**src/rtl/mem_access_ctrl_pkg.sv**
```systemverilog
// Shared opcode header: LOAD/STORE opcodes, funct3 encodings, and legality helpers
// for the MEM-stage access controller.
package mem_access_ctrl_pkg;

    localparam logic [6:0] OPC_LOAD  = 7'b0000011;
    localparam logic [6:0] OPC_STORE = 7'b0100011;

    localparam logic [2:0] F3_B  = 3'b000;
    localparam logic [2:0] F3_H  = 3'b001;
    localparam logic [2:0] F3_W  = 3'b010;
    localparam logic [2:0] F3_BU = 3'b100;
    localparam logic [2:0] F3_HU = 3'b101;

    function automatic logic f3_legal(input logic is_store, input logic [2:0] f3);
        if (is_store) return f3 inside {F3_B, F3_H, F3_W};
        return f3 inside {F3_B, F3_H, F3_W, F3_BU, F3_HU};
    endfunction

    // funct3[1:0] encodes the access size for every legal load and store.
    function automatic logic addr_aligned(input logic [2:0] f3, input logic [1:0] lo);
        case (f3[1:0])
            2'b00:   return 1'b1;
            2'b01:   return ~lo[0];
            default: return lo == 2'b00;
        endcase
    endfunction

endpackage

```
**src/rtl/mem_access_ctrl_load_align.sv**
```systemverilog
// mem_load_align: selects the addressed byte/half/word from a 32-bit read word
// and sign- or zero-extends it according to funct3.
module mem_load_align
    import mem_access_ctrl_pkg::*;
(
    input  logic [31:0] i_rdata,
    input  logic [1:0]  i_addr_lo,
    input  logic [2:0]  i_funct3,
    output logic [31:0] o_data
);

    logic [7:0]  w_byte;
    logic [15:0] w_half;

    always_comb begin
        w_byte = i_rdata[{i_addr_lo, 3'b000} +: 8];
        w_half = i_addr_lo[1] ? i_rdata[31:16] : i_rdata[15:0];
        case (i_funct3)
            F3_B:    o_data = {{24{w_byte[7]}}, w_byte};
            F3_BU:   o_data = {24'd0, w_byte};
            F3_H:    o_data = {{16{w_half[15]}}, w_half};
            F3_HU:   o_data = {16'd0, w_half};
            default: o_data = i_rdata;
        endcase
    end

endmodule

```
**src/rtl/mem_access_ctrl.sv**
```systemverilog
// mem_access_ctrl: MEM-stage load/store sequencer (IDLE/REQ/WAIT/DONE) with one
// outstanding request, word-aligned memory port, load timeout and registered writeback.
module mem_access_ctrl
    import mem_access_ctrl_pkg::*;
#(
    parameter int ADDR_W      = 32,
    parameter int TIMEOUT_CYC = 255
) (
    input  logic              clk,
    input  logic              rst_n,
    input  logic              i_ex_valid,
    input  logic [6:0]        i_opcode,
    input  logic [2:0]        i_funct3,
    input  logic [ADDR_W-1:0] i_addr,
    input  logic [31:0]       i_store_data,
    input  logic [4:0]        i_rd,
    output logic              o_stall,
    output logic              o_mem_req_valid,
    input  logic              i_mem_req_ready,
    output logic              o_mem_req_we,
    output logic [ADDR_W-1:0] o_mem_req_addr,
    output logic [31:0]       o_mem_req_wdata,
    output logic [3:0]        o_mem_req_wmask,
    input  logic              i_mem_resp_valid,
    input  logic [31:0]       i_mem_resp_rdata,
    output logic              o_wb_valid,
    output logic [4:0]        o_wb_rd,
    output logic [31:0]       o_wb_data,
    output logic              o_mem_err
);

    typedef enum logic [1:0] {S_IDLE, S_REQ, S_WAIT, S_DONE} state_t;

    localparam logic [15:0] TMO_LAST = 16'(TIMEOUT_CYC - 1);

    state_t            r_state;
    logic              r_req_valid;
    logic              r_we;
    logic [ADDR_W-1:0] r_addr;
    logic [31:0]       r_wdata;
    logic [3:0]        r_wmask;
    logic [1:0]        r_addr_lo;
    logic [2:0]        r_funct3;
    logic [4:0]        r_rd;
    logic [15:0]       r_count;
    logic              r_wb_valid;
    logic [31:0]       r_wb_data;
    logic              r_err;

    logic        w_is_load;
    logic        w_is_store;
    logic        w_mem_op;
    logic        w_legal;
    logic        w_accept;
    logic        w_reject;
    logic [31:0] w_wdata;
    logic [3:0]  w_wmask;
    logic [31:0] w_load_data;

    assign w_is_load  = i_opcode == OPC_LOAD;
    assign w_is_store = i_opcode == OPC_STORE;
    assign w_mem_op   = i_ex_valid && (w_is_load || w_is_store);
    assign w_legal    = f3_legal(w_is_store, i_funct3) && addr_aligned(i_funct3, i_addr[1:0]);
    assign w_accept   = (r_state == S_IDLE) && w_mem_op && w_legal;
    assign w_reject   = (r_state == S_IDLE) && w_mem_op && !w_legal;

    // Gated by rst_n so every output reads 0 while reset is held, even with a live instruction.
    assign o_stall = rst_n && (w_accept || r_state == S_REQ || r_state == S_WAIT);

    always_comb begin
        w_wmask = 4'b0000;
        w_wdata = 32'd0;
        if (w_is_store) begin
            case (i_funct3[1:0])
                2'b00: begin
                    w_wmask = 4'b0001 << i_addr[1:0];
                    w_wdata = {4{i_store_data[7:0]}};
                end
                2'b01: begin
                    w_wmask = 4'b0011 << {i_addr[1], 1'b0};
                    w_wdata = {2{i_store_data[15:0]}};
                end
                default: begin
                    w_wmask = 4'b1111;
                    w_wdata = i_store_data;
                end
            endcase
        end
    end

    mem_load_align u_load_align (
        .i_rdata   (i_mem_resp_rdata),
        .i_addr_lo (r_addr_lo),
        .i_funct3  (r_funct3),
        .o_data    (w_load_data)
    );

    // NOTE: state uses non-blocking assignments so every branch reads the pre-edge values;
    // captured request fields are cleared too, so nothing stale leaks out after reset.
    always_ff @(posedge clk or negedge rst_n) begin
        if (!rst_n) begin
            r_state     <= S_IDLE;
            r_req_valid <= 1'b0;
            r_we        <= 1'b0;
            r_addr      <= '0;
            r_wdata     <= '0;
            r_wmask     <= '0;
            r_addr_lo   <= '0;
            r_funct3    <= '0;
            r_rd        <= '0;
            r_count     <= '0;
            r_wb_valid  <= 1'b0;
            r_wb_data   <= '0;
            r_err       <= 1'b0;
        end else begin
            r_wb_valid <= 1'b0;
            r_err      <= 1'b0;
            case (r_state)
                S_IDLE: begin
                    if (w_accept) begin
                        r_req_valid <= 1'b1;
                        r_we        <= w_is_store;
                        r_addr      <= {i_addr[ADDR_W-1:2], 2'b00};
                        r_wdata     <= w_wdata;
                        r_wmask     <= w_wmask;
                        r_addr_lo   <= i_addr[1:0];
                        r_funct3    <= i_funct3;
                        r_rd        <= i_rd;
                        r_state     <= S_REQ;
                    end else if (w_reject) begin
                        r_err <= 1'b1;
                    end
                end
                S_REQ: begin
                    if (i_mem_req_ready) begin
                        r_req_valid <= 1'b0;
                        r_count     <= '0;
                        r_state     <= r_we ? S_DONE : S_WAIT;
                    end
                end
                S_WAIT: begin
                    r_count <= r_count + 16'd1;
                    if (i_mem_resp_valid) begin
                        r_wb_data  <= w_load_data;
                        r_wb_valid <= r_rd != 5'd0;
                        r_state    <= S_DONE;
                    end else if (r_count == TMO_LAST) begin
                        r_err   <= 1'b1;
                        r_state <= S_DONE;
                    end
                end
                default: r_state <= S_IDLE;
            endcase
        end
    end

    assign o_mem_req_valid = r_req_valid;
    assign o_mem_req_we    = r_we;
    assign o_mem_req_addr  = r_addr;
    assign o_mem_req_wdata = r_wdata;
    assign o_mem_req_wmask = r_wmask;
    assign o_wb_valid      = r_wb_valid;
    assign o_wb_rd         = r_rd;
    assign o_wb_data       = r_wb_data;
    assign o_mem_err       = r_err;

endmodule

```
**config.mk**
```make
export PLATFORM = sky130hd
export DESIGN_NAME = mem_access_ctrl
export DESIGN_NICKNAME = d
export VERILOG_FILES = /design/src/rtl/mem_access_ctrl_pkg.sv /design/src/rtl/mem_access_ctrl_load_align.sv /design/src/rtl/mem_access_ctrl.sv
export SDC_FILE = /design/constraint.sdc
export NUM_CORES = 1
export LEC_CHECK = 0
export CAP_MARGIN = 20
export CORE_MARGIN = 1
export CORE_UTILIZATION = 45
export DETAILED_ROUTE_END_ITERATION = 8
export PLACE_DENSITY = 0.91
export SETUP_SLACK_MARGIN = 0.2
export SYNTH_ARGS = -nofsm -noshare
export SYNTH_HDL_FRONTEND = slang
export SYNTH_SLANG_ARGS = --single-unit
```
**constraint.sdc**
```tcl
create_clock -name clk -period 2.49 [get_ports clk]
set_input_delay 0.498 -clock clk [delete_from_list [all_inputs] [get_ports clk]]
set_output_delay 0.498 -clock clk [all_outputs]
set_load 0.05 [all_outputs]
```
==> impl_metrics.json <==
{
  "outcome": "completed",
  "grt_pass1_vias": 5546,
  "nNetsFinal": 958,
  "drt-wirelength-per-cell_um": 17.5,
  "hpwl_um": 12600,
  "track_usage": 0.262,
  "synth_area_leader_cell": "dfrtp_1",
  "total_power_uw": 8650,
  "synthCells": 594,
  "synth_area_per_cell_sq_um": 10.4,
  "drc": 0,
  "path_max_fanout": 10,
  "ys_seq_area_frac": 0.525,
  "p_int_uw": 5410,
  "comb_power_share": 0.382,
  "drive_gt1_frac": 0.169,
  "dr.pass1.iters": 5,
  "core_area_sq_um": 13300,
  "cts_num_sinks": 130,
  "p_leak_uw": 0.00421,
  "start_util": 0.464,
  "fin_crit_ns": 2.28,
  "worst_pin_slew_ns": 0.786,
  "max_slew_margin": 0.472,
  "ctsHoldBuffers": 0,
  "max-vdd-ir-drop_mv": 0.438,
  "async_flop_share": 1.00,
  "synth.distinct_cells": 57,
  "io_pins": 226,
  "routed_wl_um": 17900,
  "fin_cells": 1024,
  "die_y_um": 119,
  "hp-class": "input port to async pin",
  "cts_root_buffer": "clkbuf_16",
  "slew_violations": 0,
  "clkSlewWorstSetupHoldPaths_ns": 0.06,
  "ant_nets": 0,
  "cp-end-kind": "primary output",
  "clkPwrFrac": 0.304,
  "fp.dieArea_sq_um": 14200,
  "dr.first_iter.drc_count": 287,
  "maxCapViolations": 0,
  "io_buffers": 223,
  "top_usage_layer": "met2",
  "clock_latency_ns": 0.41,
  "n_antenna_cell": 0,
  "timing.final.hold_violations": 0,
  "p_seq_frac": 0.314,
  "setup_ws_ns": 0.206,
  "min_period_over_period": 0.917,
  "synth_area_sq_um": 6200,
  "gp_congestion": 0.816,
  "yosys_warnings": 0,
  "via_per_inst": 5.37,
  "dp.cells": 984,
  "critical_path_class": "flop to primary output",
  "synth_commonest_cells": "dfrtp_1, nand2_1, a21oi_1",
  "hold-worst-slack_ns": 0.187,
  "grt_pass1_wl_um": 28700,
  "met1_usage": 0.298,
  "clock_skew_ns": 0.00847,
  "power-per-cell-area_nw_per_um2": 914,
  "synthFlopType": "dfrtp_1",
  "antenna_found_initial": 0,
  "critPathArrivalTime_ns": 1.79,
  "die_w_um": 119,
  "synth_edf_count": 0,
  "final_core_util": 0.710,
  "dp_slack_ns": -0.0611,
  "required_ns": 1.99,
  "grt_max_degree": 131,
  "num_vias": 5500,
  "switching_share": 0.374,
  "cts_buffers": 17,
  "setup_violations": 0,
  "grtUsageMet3": 0.0824,
  "synth_area_leaders": "dfrtp_1, mux2_2, a21oi_1, mux2i_1, nand2_1",
  "use_met2": 0.455,
  "cts_tree": "built",
  "max_freq_mhz": 438,
  "ctsHtreeMaxLevel": 4,
  "clock_path_buffers": 2,
  "synth_top_area_share": 0.525,
  "synth.most_common_cell": "dfrtp_1",
  "rsz0062_at_grt": "true",
  "ys_ff_latch": 130,
  "worst_setup_path_start_kind": "flop",
  "grt_overflow": 0,
  "p_switching_uw": 3240,
  "row_count": 42,
  "syn_to_final_growth_pct": 52.9
}
## metrics by stage
step	area (sq um)	setup TNS, ns
detailed placement	8750	-0.451
global route	9470	0
global placement	8750	-0.0188
finish	9470	0
floorplan	6220	0
CTS	9450	0
## critical path: stages, from the launching register on
cell	delay, ns
dfrtp_1	0.39
buf_4	0.15
ha_1	0.21
buf_4	0.18
inv_1	0.17
a31oi_4	0.12
buf_12	0.16
## per-layer routing
metal / vias up / share of wire
met5: - / 0
met4: 0 / 0.022
li1: 2579 / -
met2: 227 / 0.51
met1: 2665 / 0.39
met3: 29 / 0.081
## sequential cells by signal (all words and copies together), names as in the netlist, 2 cells and up
name             cells
r_state              2
o_mem_req_wdata     32
r_addr_lo            2
o_mem_req_wmask      4
o_mem_req_addr      30
o_wb_rd              5
r_funct3             3
o_wb_data           32
r_count             16
## final timing paths
kind	start	to	slack [ns]	cells after the start
worst max-delay path	r_state[1]$_DFFE_PN0P_	o_stall	0.21	6
worst min-delay path	rst_n	o_wb_data[25]$_DFFE_PN0P_	0.19	2
worst max register to register	r_state[0]$_DFFE_PN0P_	r_count[15]$_DFFE_PN0P_	0.32	6
worst min register to register	o_mem_req_wdata[22]$_DFFE_PN0P_	o_mem_req_wdata[22]$_DFFE_PN0P_	0.48	2
max in group asynchronous	rst_n	r_count[10]$_DFFE_PN0P_	1.79	2
min in group clk	o_mem_req_wdata[22]$_DFFE_PN0P_	o_mem_req_wdata[22]$_DFFE_PN0P_	0.48	2
## layout make-up
| type | count | area [sq um] |
|---|---|---|
| repair buffers | 259 | 2550 |
| clock inverters | 13 | 184 |
| fillers | 1005 | 3880 |
| multi-input cells | 409 | 2750 |
| well taps | 176 | 220 |
| inverters | 19 | 71.3 |
| flip-flops and latches | 130 | 3250 |
| clock buffers | 18 | 439 |
## power groups by stage
stage / Sequential, uW / Combinational, uW / Clock (uW)
finish: 2720 / 3300 / 2630
floorplan: 3800 / 951 / 0
detailed placement: 2760 / 3210 / 0
CTS: 2720 / 3280 / 2660
global route: 2760 / 3500 / 2760
global placement: 2730 / 3140 / 0
## placed cells by master, fill, tap and decap left out, drive strengths merged, types with 8 or more instances in the layout
cell type and instances:
a31oi 8, buf 37, nand3 14, nand2 69, dfrtp 130, a21oi 60
mux2i 28, o21ai 50, clkbuf 19, a22o 8, nor2 43, dlygate4sd2 8
mux2 48, clkdlybuf4s50 213, inv 20
## timing repair
action	4_1_cts	5_1_grt
gates cloned	0	0
setup buffers	6	2
endpoints found under the setup margin	1	1
resized for setup	17	0
pin swaps	7	2
## cells by family (layout without fill, tap and decap cells)
| logic type | count (synthesis) | in the layout | share of synthesized area |
|---|---|---|---|
| simple gates | 167 | 167 | 0.129 |
| flops | 130 | 130 | 0.525 |
| fa+ha+maj | 6 | 6 | 0.0121 |
| xor+xnor | 7 | 7 | 0.00990 |
| mux | 77 | 77 | 0.136 |
| compound gates | 150 | 150 | 0.147 |
| buf+inv | 56 | 309 | 0.0404 |
| other cells | 1 | 2 | 0.000605 |
(Power assumes the default switching activity.)
